[src/rtl/pc_stack_seq.sv]
// Program-counter sequencer with absolute/relative jumps, branch-skip, stall,
// a hardware call/return stack and a sticky halt on completion or stack fault.
module pc_stack_seq #(
  parameter int unsigned PC_W        = 10,
  parameter int unsigned STACK_DEPTH = 4,
  parameter int unsigned RESET_PC    = 0
) (
  input  logic                               CLK,
  input  logic                               init,
  input  logic                               stall,
  input  logic                               done,
  input  logic                               jump_en,
  input  logic                               jump_rel,
  input  logic                               branch_en,
  input  logic                               call_en,
  input  logic                               ret_en,
  input  logic [PC_W-1:0]                    destination,
  output logic [PC_W-1:0]                    pc,
  output logic                               halt,
  output logic                               stack_err,
  output logic [$clog2(STACK_DEPTH+1)-1:0]   sp
);

  localparam int unsigned SP_W  = $clog2(STACK_DEPTH + 1);
  localparam int unsigned IDX_W = (STACK_DEPTH > 1) ? $clog2(STACK_DEPTH) : 1;

  typedef enum logic {
    ST_RUN  = 1'b0,
    ST_HALT = 1'b1
  } state_t;

  state_t            state, state_nxt;
  logic [PC_W-1:0]   pc_nxt;
  logic [SP_W-1:0]   sp_nxt;
  logic              err_nxt;
  logic              push_en;
  logic [PC_W-1:0]   pc_inc;
  logic [SP_W-1:0]   sp_dec;
  logic [PC_W-1:0]   stack [STACK_DEPTH];

  assign pc_inc = pc + PC_W'(1);
  assign sp_dec = sp - SP_W'(1);
  assign halt   = (state == ST_HALT);

  always_ff @(posedge CLK or posedge init) begin
    if (init) begin
      state     <= ST_RUN;
      pc        <= PC_W'(RESET_PC);
      sp        <= '0;
      stack_err <= 1'b0;
    end else begin
      state     <= state_nxt;
      pc        <= pc_nxt;
      sp        <= sp_nxt;
      stack_err <= err_nxt;
    end
  end

  // Stack storage carries no reset; only entries below sp are ever read.
  always_ff @(posedge CLK) begin
    if (push_en) begin
      stack[sp[IDX_W-1:0]] <= pc_inc;
    end
  end

  always_comb begin
    state_nxt = state;
    pc_nxt    = pc;
    sp_nxt    = sp;
    err_nxt   = stack_err;
    push_en   = 1'b0;

    if (state == ST_RUN) begin
      if (done) begin
        state_nxt = ST_HALT;
      end else if (stall) begin
        pc_nxt = pc;
      end else if (ret_en) begin
        if (sp == '0) begin
          state_nxt = ST_HALT;
          err_nxt   = 1'b1;
        end else begin
          pc_nxt = stack[sp_dec[IDX_W-1:0]];
          sp_nxt = sp_dec;
        end
      end else if (call_en) begin
        if (sp == SP_W'(STACK_DEPTH)) begin
          state_nxt = ST_HALT;
          err_nxt   = 1'b1;
        end else begin
          push_en = 1'b1;
          sp_nxt  = sp + SP_W'(1);
          pc_nxt  = destination;
        end
      end else if (jump_en) begin
        // A PC_W-wide modular add is identical to sign-extend-then-truncate.
        pc_nxt = jump_rel ? (pc + destination) : destination;
      end else if (branch_en) begin
        pc_nxt = pc + PC_W'(2);
      end else begin
        pc_nxt = pc_inc;
      end
    end
  end

endmodule

[config.mk]
export PLATFORM = sky130hd
export DESIGN_NAME = pc_stack_seq
export DESIGN_NICKNAME = d
export VERILOG_FILES = /design/src/rtl/pc_stack_seq.sv
export SDC_FILE = /design/constraint.sdc
export NUM_CORES = 1
export LEC_CHECK = 0
export CORE_MARGIN = 5
export CORE_UTILIZATION = 52
export CTS_BUF_LIST = sky130_fd_sc_hd__clkbuf_4 sky130_fd_sc_hd__clkbuf_8
export DETAILED_ROUTE_END_ITERATION = 16
export GPL_TIMING_DRIVEN = 0
export PLACE_DENSITY_LB_ADDON = 0.05
export SKIP_LAST_GASP = 1
export SYNTH_ARGS = -nofsm -noshare
export SYNTH_HDL_FRONTEND = slang
export SYNTH_SLANG_ARGS = --single-unit
[constraint.sdc]
create_clock -name CLK -period 6.74 [get_ports CLK]
set_clock_uncertainty 0.2 [all_clocks]
set_input_delay 1.011 -clock CLK [delete_from_list [all_inputs] [get_ports CLK]]
set_output_delay 1.011 -clock CLK [all_outputs]
set_load 0.005 [all_outputs]
# Yosys cells after proc, flatten, opt, wreduce, memory -nomap -nowiden
# Memories as Yosys holds them, arrays and structs flattened.
# Index checks and enable logic that the tools add are counted.
# totals
regBits	15
ramBits	40
output_inout_bits	15
memories	1
# memory_table
memory	depth	word_bits	read_ports	rd_ports_with_merged_regs	wr	line_no	text
stack	4	10	1	0	1	39	logic [PC_W-1:0] stack [STACK_DEPTH];
# classes
n_addsub	5
n_eq_ne	5
n_mux	30
bitwise_logic	3
reduce_logical	6
# ops
operator	n
$mux W10	7
$mux W1	19
$mux W3	4
$reduce_and A6 Y1	2
$add A10 B1 Y10 const B	1
$add A10 B10 Y10	1
$add A10 B2 Y10 const B	1
$reduce_and A5 Y1	1
$ne A2 B2 Y1 const B	2
$reduce_bool A2 Y1	2
$add A3 B1 Y3 const B	1
$eq A3 B3 Y1 const B	1
$logic_not A3 Y1	1
$ne A3 B3 Y1 const B	1
$not A1 Y1	3
$sub A3 B1 Y3 const B	1
$ne A2 B1 Y1 const B	1

# Longest topological paths before layout
# Gate-level depths: netlist (run 1).
# logic_depth
word_depth	9
depth_mapped	10
depth_no_buf	8

# Worst setup path after synthesis (run 1)
# OpenSTA, ideal clock, no wires.
# synth_path
path_kind	input to register
startpoint	in destination[0]
endpoint	reg pc[6]
arrival_ns	2.748
path_slack_ns	3.697
stages	8
path_buffers	0
cell_sequence	ha_1 > fa_1 > a211oi_1 > nor2_1 > or4b_1 > o2111ai_1 > a21oi_1 > o31ai_1
# synth_between
elab_chain_cells	5
# synth_rtl
item	line_no	text
start, declared	17	input logic [PC_W-1:0] destination,
$add A10 B10 Y10	97	pc_nxt = jump_rel ? (pc + destination) : destination;
$mux W10	97	
$mux W10	95	end else if (jump_en) begin
$mux W10	86	end else if (call_en) begin
$mux W10	78	end else if (ret_en) begin
end signal, assigned	48	pc <= PC_W'(RESET_PC);
end signal, assigned	53	pc <= pc_nxt;
end, declared	18	output logic [PC_W-1:0] pc,
# No other way between the ends.
# A chain may end at the register's enable or synchronous reset.

# Worst setup path in the final report (run 1)
# Same ends and word-level chain as after synthesis.

==> results.py, run 1 <==
metrics = {
    "yosys": {
        "synth_seq_cells": 55,
        "async_reset_ff_frac": 0.273,
        "syn_nets": 336,
        "synth_cell_types": 50,
        "syn_inst": 299,
        "yosysSeqAreaShare": 0.475,
        "syn_area_um2": 3320,
        "ys.flop_type": "edfxtp_1",
        "syn_avg_cell_area_um2": 11.1,
        "synth-edff-count": 40,
        "yosysWarnings": 0,
    },
    "run_status": {
        "status": "complete, no violations",
    },
    "clocking": {
        "cts.root.buffer_cell": "clkbuf_8",
        "h-tree-depth": 2,
        "cts_buffers": 5,
        "cts_num_sinks": 55,
        "holdBufCountCts": 0,
        "cts_setup_buffers": 0,
        "clockBufferDepth": 2,
        "insertion_delay_ns": 0.32,
        "clkTransAtPathRegs_ns": 0.11,
        "cts_resized": 0,
        "cts_tree": "yes",
    },
    "setup_path": {
        "timing.rr.start": "sp[0]$_DFFE_PP0P_",
        "crit_path_start": "destination[0]",
        "crit_required_ns": 6.77,
        "crit_end": "pc[6]$_DFFE_PP0P_",
        "cp_slowest_cell": "or4b_1",
        "startpoint_type": "input pin",
        "path_class": "in2reg",
        "worstPathMaxFanout": 4,
        "crit_arrival_ns": 3.35,
        "r2r_slack_ns": 3.74,
        "endpoint_kind": "flip-flop",
        "r2r_end": "pc[0]$_DFFE_PP0P_",
        "rr_worst_depth": 8,
        "cp_cell_sequence": "clkdlybuf4s50_1 -> ha_1 -> fa_1 -> a211oi_1 -> nor2_1 -> or4b_1 -> o2111ai_1 -> a21oi_1 -> o31ai_1",
        "cpPeakStageDelay_ns": 0.49,
    },
    "route": {
        "drt-pass1-iter-count": 4,
        "remaining_drc_errors": 0,
        "drt-total-wl_mm": 7.74,
        "via_count": 2435,
        "viasPerCell": 5.85,
        "drtIter0Drc": 154,
        "ant_nets": 0,
        "wl_per_cell_um": 18.6,
    },
    "floorplan": {
        "die_y_um": 89.9,
        "fp-row-count": 29,
        "dieWidth_um": 89.9,
        "core_area_um2": 6280,
        "io_pins": 34,
        "initial_utilization": 0.529,
        "die_area_um2": 8080,
    },
    "final_layout": {
        "final_cell_count_no_fill": 416,
        "fillers": 514,
        "nNetsFinal": 375,
        "diodes": 0,
        "drive_gt1_frac": 0.0885,
        "syn2layout_area_growth_pct": 15.3,
    },
    "grt": {
        "first_global_vias": 2454,
        "antenna_found_initial": 0,
        "grt-ovfl-total": 0,
        "grt_pass1_wl_mm": 12.8,
        "grtUsageTotal": 0.196,
        "grt_max_degree": 18,
    },
    "sta": {
        "whs_ns": 0.289,
        "finalSetupTns_ns": 0,
        "clock.fmax_ghz": 0.302,
        "timing.final.ws_setup_ns": 3.42,
        "hold_viol": 0,
        "rsz0062_at_grt": "false",
        "max_slew_margin": 0.585,
        "fin_crit_ns": 3.32,
        "slew_viol_final": 0,
        "setup_viol": 0,
        "fin_crit_sh": 0.492,
        "tightest_slew_ns": 0.622,
    },
    "placed_design": {
        "dp_cells": 408,
        "place_hpwl_mm": 5.86,
        "numPortBuffers": 32,
        "dp_slack_ns": 3.08,
        "gp_congestion": 0.837,
    },
    "run": {
        "drv_cap": 0,
    },
    "power": {
        "p_total_mw": 0.788,
        "combPwrFrac": 0.261,
        "switching_share": 0.299,
        "pwr-share-seq": 0.496,
        "powerDensity_nw_per_um2": 206,
        "p_leak_nw": 1.41,
        "p_clk_frac": 0.243,
        "intPower_mw": 0.553,
        "p_switching_mw": 0.235,
        "peakVddDrop_mv": 0.156,
    },
    "hold_path": {
        "min_path_type": "reg2reg",
    },
}
[synthesized netlist by cell type (4+ instances only)]
cell | instances | area [µm²]
o221ai_1 | 4 | 35.0
ha_1 | 17 | 213
and2_1 | 5 | 31.3
a211oi_1 | 6 | 45.0
o21ai_0 | 19 | 95.1
edfxtp_1 | 40 | 1200
dfrtp_1 | 15 | 375
xor2_1 | 9 | 78.8
inv_1 | 9 | 33.8
nor2_1 | 33 | 124
nand4_1 | 4 | 25.0
nand3_1 | 5 | 25.0
clkbuf_1 | 10 | 37.5
nor3_1 | 7 | 35.0
nand2_1 | 14 | 52.6
mux2i_1 | 6 | 60.1
xnor2_1 | 11 | 96.3
a221oi_1 | 5 | 43.8
mux4_2 | 10 | 225
buf_2 | 4 | 20.0
a21oi_1 | 17 | 85.1
[registers in the layout, summed over array words and instances, names as in the netlist]
register   flops
halt           1
pc            10
sp             3
stack         40
stack_err      1
[placed cells by master (no fill, tap or decap), drive strengths merged, types with 3 or more instances in the layout]
cell type      Yosys  routed
o221ai             4       4
nand2             14      14
dfrtp             15      15
inv                9      10
and3               3       3
edfxtp            40      40
mux4              10      10
ha                17      17
xnor2             11      11
clkdlybuf4s50      0      32
o22ai              3       3
mux2i              6       6
nand4              4       4
xor2               9       9
nand3              5       5
buf                6       6
a21oi             17      17
and2               5       5
nor2              33      33
clkbuf            12      18
a221oi             5       5
a21o               3       3
a211oi             6       6
o21ai             19      19
nor3               7       7
or2                3       3
[worst max-delay path, delay by kind of cell]
kind                     cells  cell delay (ns)
AND/OR/NAND/NOR              2             0.62
adder cells (fa/ha/maj)      2             0.69
AO/OA/AOI/OAI                4             0.61
buffers and inverters        1             0.42
[per-stage QoR]
step                area (µm²)   util
global route              3830  0.610
detailed placement        3740  0.595
global placement          3740  0.595
CTS                       3830  0.610
finish                    3830  0.610
floorplan                 3320      -
[area by class of cell]
type                    count  area, µm²  area share
plain buffers              18       86.3      0.0225
inverters                   9       33.8     0.00882
clock inverters             2       16.3     0.00425
clock buffers               6       76.3      0.0199
repair buffers             32        320      0.0837
well taps                  77       96.3      0.0252
flip-flops and latches     55       1580       0.412
multi-input cells         217       1620       0.424
[worst min path at each step]
stage | end | cells after the start | slack, ns | from
3_5_place_dp | stack_err$_DFFE_PP0P_ | 1 | 0.26 | stack_err$_DFFE_PP0P_
5_1_grt | stack_err$_DFFE_PP0P_ | 1 | 0.31 | stack_err$_DFFE_PP0P_
4_1_cts | stack_err$_DFFE_PP0P_ | 1 | 0.29 | stack_err$_DFFE_PP0P_
6_report | stack_err$_DFFE_PP0P_ | 1 | 0.29 | stack_err$_DFFE_PP0P_
2_1_floorplan | stack_err$_DFFE_PP0P_ | 1 | 0.27 | stack_err$_DFFE_PP0P_
3_3_place_gp | stack_err$_DFFE_PP0P_ | 1 | 0.26 | stack_err$_DFFE_PP0P_
[metal layers]
| layer | part of all wire | vias to the layer above | global-route usage |
|---|---|---|---|
| met1 | 0.46 | 1161 | 0.264 |
| met2 | 0.48 | 57 | 0.325 |
| met3 | 0.047 | 8 | 0.0409 |
| met5 | 0 | - | 0 |
| met4 | 0.0094 | 0 | 0.0459 |
| li1 | - | 1209 | - |
[power groups by stage]
stage	clock, mW	combinational, mW	sequential [mW]
2_1_floorplan	0	0.136	0.396
3_3_place_gp	0	0.202	0.398
3_5_place_dp	0	0.204	0.398
4_1_cts	0.194	0.206	0.390
5_1_grt	0.210	0.228	0.393
6_report	0.192	0.206	0.391
[kinds of logic after synthesis]
kind of cell,synth area share
AO/OA/AOI/OAI,0.151
XOR/XNOR,0.0528
adder cells (fa/ha/maj),0.0701
buffers and inverters,0.0362
flip-flops,0.475
multiplexers,0.0893
AND/OR/NAND/NOR,0.126
(Power assumes the default switching activity.)
==> run 2, diff against run 1 <==
Clock period 6.74 ns to 2.7 ns, I/O delays scaled along.
==> run 2 against run 1 <==
  * Routed wire length is 0.58% higher
  * Non-clock buffer count unchanged
  * Combinational power rose to 2.5 times the previous value
  * Critical path type unchanged
==> results.py, run 2 (synthesized netlist as in run 1, its figures left out) <==
metrics = {
    "run_status": {
        "status": "complete, no violations",
    },
    "clocking": {
        "clockBufferDepth": 2,
        "clkTransAtPathRegs_ns": 0.11,
        "insertion_delay_ns": 0.32,
        "cts.root.buffer_cell": "clkbuf_8",
        "h-tree-depth": 2,
        "cts_tree": "yes",
        "cts_num_sinks": 55,
        "cts_buffers": 5,
    },
    "route": {
        "wl_per_cell_um": 18.7,
        "drt-pass1-iter-count": 4,
        "ant_nets": 0,
        "remaining_drc_errors": 0,
        "via_count": 2478,
        "viasPerCell": 5.96,
        "drtIter0Drc": 106,
        "drt-total-wl_mm": 7.78,
    },
    "sta": {
        "whs_ns": 0.242,
        "rsz0062_at_grt": "true",
        "clock.fmax_ghz": 0.385,
        "fin_crit_ns": 2.60,
        "setup_viol": 0,
        "slew_viol_final": 0,
        "hold_viol": 0,
        "fin_crit_sh": 0.963,
        "max_slew_margin": 0.596,
        "tightest_slew_ns": 0.606,
    },
    "power": {
        "p_switching_mw": 0.594,
        "intPower_mw": 1.39,
        "pwr-share-seq": 0.493,
        "p_leak_nw": 1.41,
        "p_total_mw": 1.98,
        "combPwrFrac": 0.263,
        "powerDensity_nw_per_um2": 514,
        "p_clk_frac": 0.244,
        "peakVddDrop_mv": 0.388,
        "switching_share": 0.300,
    },
    "final_layout": {
        "fillers": 504,
        "nNetsFinal": 375,
        "syn2layout_area_growth_pct": 16.1,
        "diodes": 0,
        "final_cell_count_no_fill": 416,
        "drive_gt1_frac": 0.115,
        "layout_common_cells": "40 x edfxtp_1, 33 x nor2_1, 32 x clkdlybuf4s50_1",
        "post-route-util": 0.614,
        "layout_commonest_cell": "edfxtp_1",
        "largest_reg_flops": 40,
    },
    "grt": {
        "grt_pass1_wl_mm": 12.8,
        "grtUsageTotal": 0.196,
        "antenna_found_initial": 0,
        "first_global_vias": 2451,
        "grt-ovfl-total": 0,
        "grt_max_degree": 18,
    },
    "floorplan": {
        "io_pins": 34,
        "dieWidth_um": 89.9,
        "fp-row-count": 29,
        "core_area_um2": 6280,
        "die_area_um2": 8080,
        "die_y_um": 89.9,
        "initial_utilization": 0.529,
    },
    "setup_path": {
        "path_class": "in2reg",
        "crit_arrival_ns": 2.64,
        "endpoint_kind": "flip-flop",
        "startpoint_type": "input pin",
        "crit_required_ns": 2.74,
        "r2r_slack_ns": 0.19,
        "worstPathMaxFanout": 4,
    },
    "placed_design": {
        "numPortBuffers": 32,
        "gp_congestion": 0.837,
        "dp_cells": 408,
        "place_hpwl_mm": 5.86,
    },
    "run": {
        "drv_cap": 0,
    },
    "hold_path": {
        "min_path_type": "in2async",
    },
}
==> run 2: cell counts in the layout (fill, tap and decap cells not counted) <==
Identical to the previous run, type by type.
==> run 2: per-stage QoR <==
stage / worst slack (ns) / TNS, ns / cell area (µm²)
floorplan: 0.125 / 0 / 3320
global placement: -0.339 / -12.18 / 3740
detailed placement: -0.350 / -13.87 / 3740
CTS: 0.0387 / 0 / 3840
global route: -0.00686 / -0.00686 / 3850
finish: 0.101 / 0 / 3850
==> run 2: repair_timing <==
item | in CTS | in global routing
buffers inserted | 0 | 0
gates resized for setup | 8 | 3
gates cloned | 0 | 0
hold buffers | 0 | 0
endpoints found under the setup margin | 52 | 16
==> run 2: layer usage <==
metal  share of wire  global-route usage
met5               0                   0
met4           0.012              0.0459
met3           0.049              0.0409
met2            0.48               0.325
met1            0.46               0.264
==> run 2: layout make-up <==
type,instances,area [µm²],area share
plain buffers,18,93.8,0.0244
clock buffers,6,76.3,0.0198
clock inverters,2,16.3,0.00422
inverters,9,33.8,0.00877
multi-input cells,217,1640,0.425
flip-flops and latches,55,1580,0.410
well taps,77,96.3,0.0250
repair buffers,32,320,0.0831
==> run 2: power groups by stage <==
stage	logic (mW)	registers [mW]	clock network, mW
CTS	0.516	0.975	0.483
finish	0.520	0.976	0.483
global route	0.575	0.981	0.524
global placement	0.503	0.993	0
floorplan	0.340	0.988	0
detailed placement	0.509	0.994	0
==> run 2: critical path: stages <==
cell and delay (ns):
clkdlybuf4s50_1 0.43, ha_2 0.22, fa_2 0.37, a211oi_1 0.24, nor2_1 0.13, or4b_1 0.48
o2111ai_1 0.09, a21oi_1 0.09, o31ai_1 0.18
==> run 2: final timing paths <==
path,start,end,depth (start not counted)
max,destination[0],pc[6]$_DFFE_PP0P_,9
min,init,stack_err$_DFFE_PP0P_,2
max reg2reg,pc[0]$_DFFE_PP0P_,pc[6]$_DFFE_PP0P_,8
min reg2reg,stack_err$_DFFE_PP0P_,stack_err$_DFFE_PP0P_,1
max in group asynchronous,init,sp[0]$_DFFE_PP0P_,2
min in group CLK,stack_err$_DFFE_PP0P_,stack_err$_DFFE_PP0P_,1
==> run 3, diff against run 2 <==
Settings changed: SKIP_CTS_REPAIR_TIMING set to 1.
==> run 3 against run 2 <==
  * Largest cell class unchanged
  * Largest power group unchanged
  * Register-to-register slack is essentially flat
  * Global-route usage is the same
  * Sequential share of layout area decreased by 0.16 points
  * Clock-buffer cell count did not move
  * Cell count is 0.48% higher
==> results.py, run 3 (synthesized netlist as in run 1, its figures left out) <==
metrics = {
    "run_status": {
        "status": "complete, no violations",
    },
    "run": {
        "drv_cap": 0,
    },
    "floorplan": {
        "fp-row-count": 29,
        "die_y_um": 89.9,
        "dieWidth_um": 89.9,
        "core_area_um2": 6280,
        "io_pins": 34,
        "die_area_um2": 8080,
        "initial_utilization": 0.529,
    },
    "power": {
        "powerDensity_nw_per_um2": 513,
        "p_total_mw": 1.98,
        "p_clk_frac": 0.242,
        "pwr-share-seq": 0.491,
        "combPwrFrac": 0.267,
        "p_switching_mw": 0.594,
        "p_leak_nw": 1.42,
        "switching_share": 0.299,
        "peakVddDrop_mv": 0.390,
        "intPower_mw": 1.39,
    },
    "clocking": {
        "cts_num_sinks": 55,
        "cts.root.buffer_cell": "clkbuf_8",
        "clockBufferDepth": 2,
        "insertion_delay_ns": 0.32,
        "h-tree-depth": 2,
        "cts_tree": "yes",
        "clkTransAtPathRegs_ns": 0.11,
        "cts_buffers": 5,
    },
    "final_layout": {
        "drive_gt1_frac": 0.120,
        "diodes": 0,
        "layout_common_cells": "40 x edfxtp_1, 33 x nor2_1, 32 x clkdlybuf4s50_1",
        "layout_commonest_cell": "edfxtp_1",
        "largest_reg_flops": 40,
        "syn2layout_area_growth_pct": 16.5,
        "final_cell_count_no_fill": 418,
        "nNetsFinal": 377,
        "post-route-util": 0.616,
    },
    "setup_path": {
        "endpoint_kind": "flip-flop",
        "startpoint_type": "input pin",
        "rr_worst_depth": 8,
        "worstPathMaxFanout": 4,
        "path_class": "in2reg",
        "crit_arrival_ns": 2.63,
        "crit_required_ns": 2.74,
    },
    "grt": {
        "grt-ovfl-total": 0,
        "first_global_vias": 2454,
        "grtUsageTotal": 0.196,
        "grt_max_degree": 18,
        "antenna_found_initial": 0,
        "grt_pass1_wl_mm": 12.8,
    },
    "route": {
        "wl_per_cell_um": 18.7,
        "via_count": 2483,
        "drtIter0Drc": 128,
        "viasPerCell": 5.94,
        "drt-total-wl_mm": 7.83,
        "remaining_drc_errors": 0,
        "drt-pass1-iter-count": 4,
        "ant_nets": 0,
    },
    "sta": {
        "max_slew_margin": 0.595,
        "hold_viol": 0,
        "whs_ns": 0.246,
        "fin_crit_sh": 0.962,
        "tightest_slew_ns": 0.607,
        "slew_viol_final": 0,
        "fin_crit_ns": 2.60,
        "setup_viol": 0,
        "timing.final.ws_setup_ns": 0.102,
        "clock.fmax_ghz": 0.385,
        "rsz0062_at_grt": "false",
    },
    "placed_design": {
        "dp_slack_ns": -0.350,
        "gp_congestion": 0.837,
        "place_hpwl_mm": 5.86,
        "numPortBuffers": 32,
        "dp_cells": 408,
    },
    "hold_path": {
        "min_path_type": "in2async",
    },
}
run 3: cell count changes in the layout (fill, tap and decap cells not counted), sizes merged:
cell,delta
buf,+2
run 3: power groups by stage:
stage / logic [mW] / clock network, mW / registers [mW]
finish: 0.529 / 0.481 / 0.974
global route: 0.585 / 0.524 / 0.979
CTS: 0.513 / 0.483 / 0.975
detailed placement: 0.509 / 0 / 0.994
global placement: 0.503 / 0 / 0.993
floorplan: 0.340 / 0 / 0.988
run 3: metrics by stage:
step / instance area, µm² / TNS [ns]
finish: 3870 / 0
CTS: 3830 / -12.60
floorplan: 3320 / 0
global placement: 3740 / -12.18
global route: 3870 / 0
detailed placement: 3740 / -13.87
run 3: area by class of cell:
class                      instances  area (µm²)
buffer                            18        93.8
clock buffer                       6        76.3
clock inverter                     2        16.3
fill                             504        2410
inverter                           9        33.8
multi-input combinational        217        1640
sequential                        55        1580
tap                               77        96.3
timing repair buffer              34         335
run 3: path summary, 6_finish.rpt:
check,start,endpoint,slack [ns]
max in group asynchronous,init,sp[0]$_DFFE_PP0P_,1.62
worst min-delay path,init,stack_err$_DFFE_PP0P_,0.25
worst min register to register,stack_err$_DFFE_PP0P_,stack_err$_DFFE_PP0P_,0.29
min in group CLK,stack_err$_DFFE_PP0P_,stack_err$_DFFE_PP0P_,0.29
worst max-delay path,destination[0],pc[6]$_DFFE_PP0P_,0.10
worst max register to register,pc[0]$_DFFE_PP0P_,pc[6]$_DFFE_PP0P_,0.19
run 3: per-layer routing:
metal | global-route usage | part of all wire
met1 | 0.264 | 0.45
met2 | 0.325 | 0.49
met3 | 0.0409 | 0.048
met4 | 0.0459 | 0.0093
met5 | 0 | 0
run 3: critical path: stages:
cell	delay [ns]
clkdlybuf4s50_1	0.43
ha_2	0.22
fa_2	0.37
a211oi_1	0.24
nor2_1	0.13
or4b_1	0.48
o2111ai_1	0.09
a21oi_1	0.09
o31ai_1	0.18
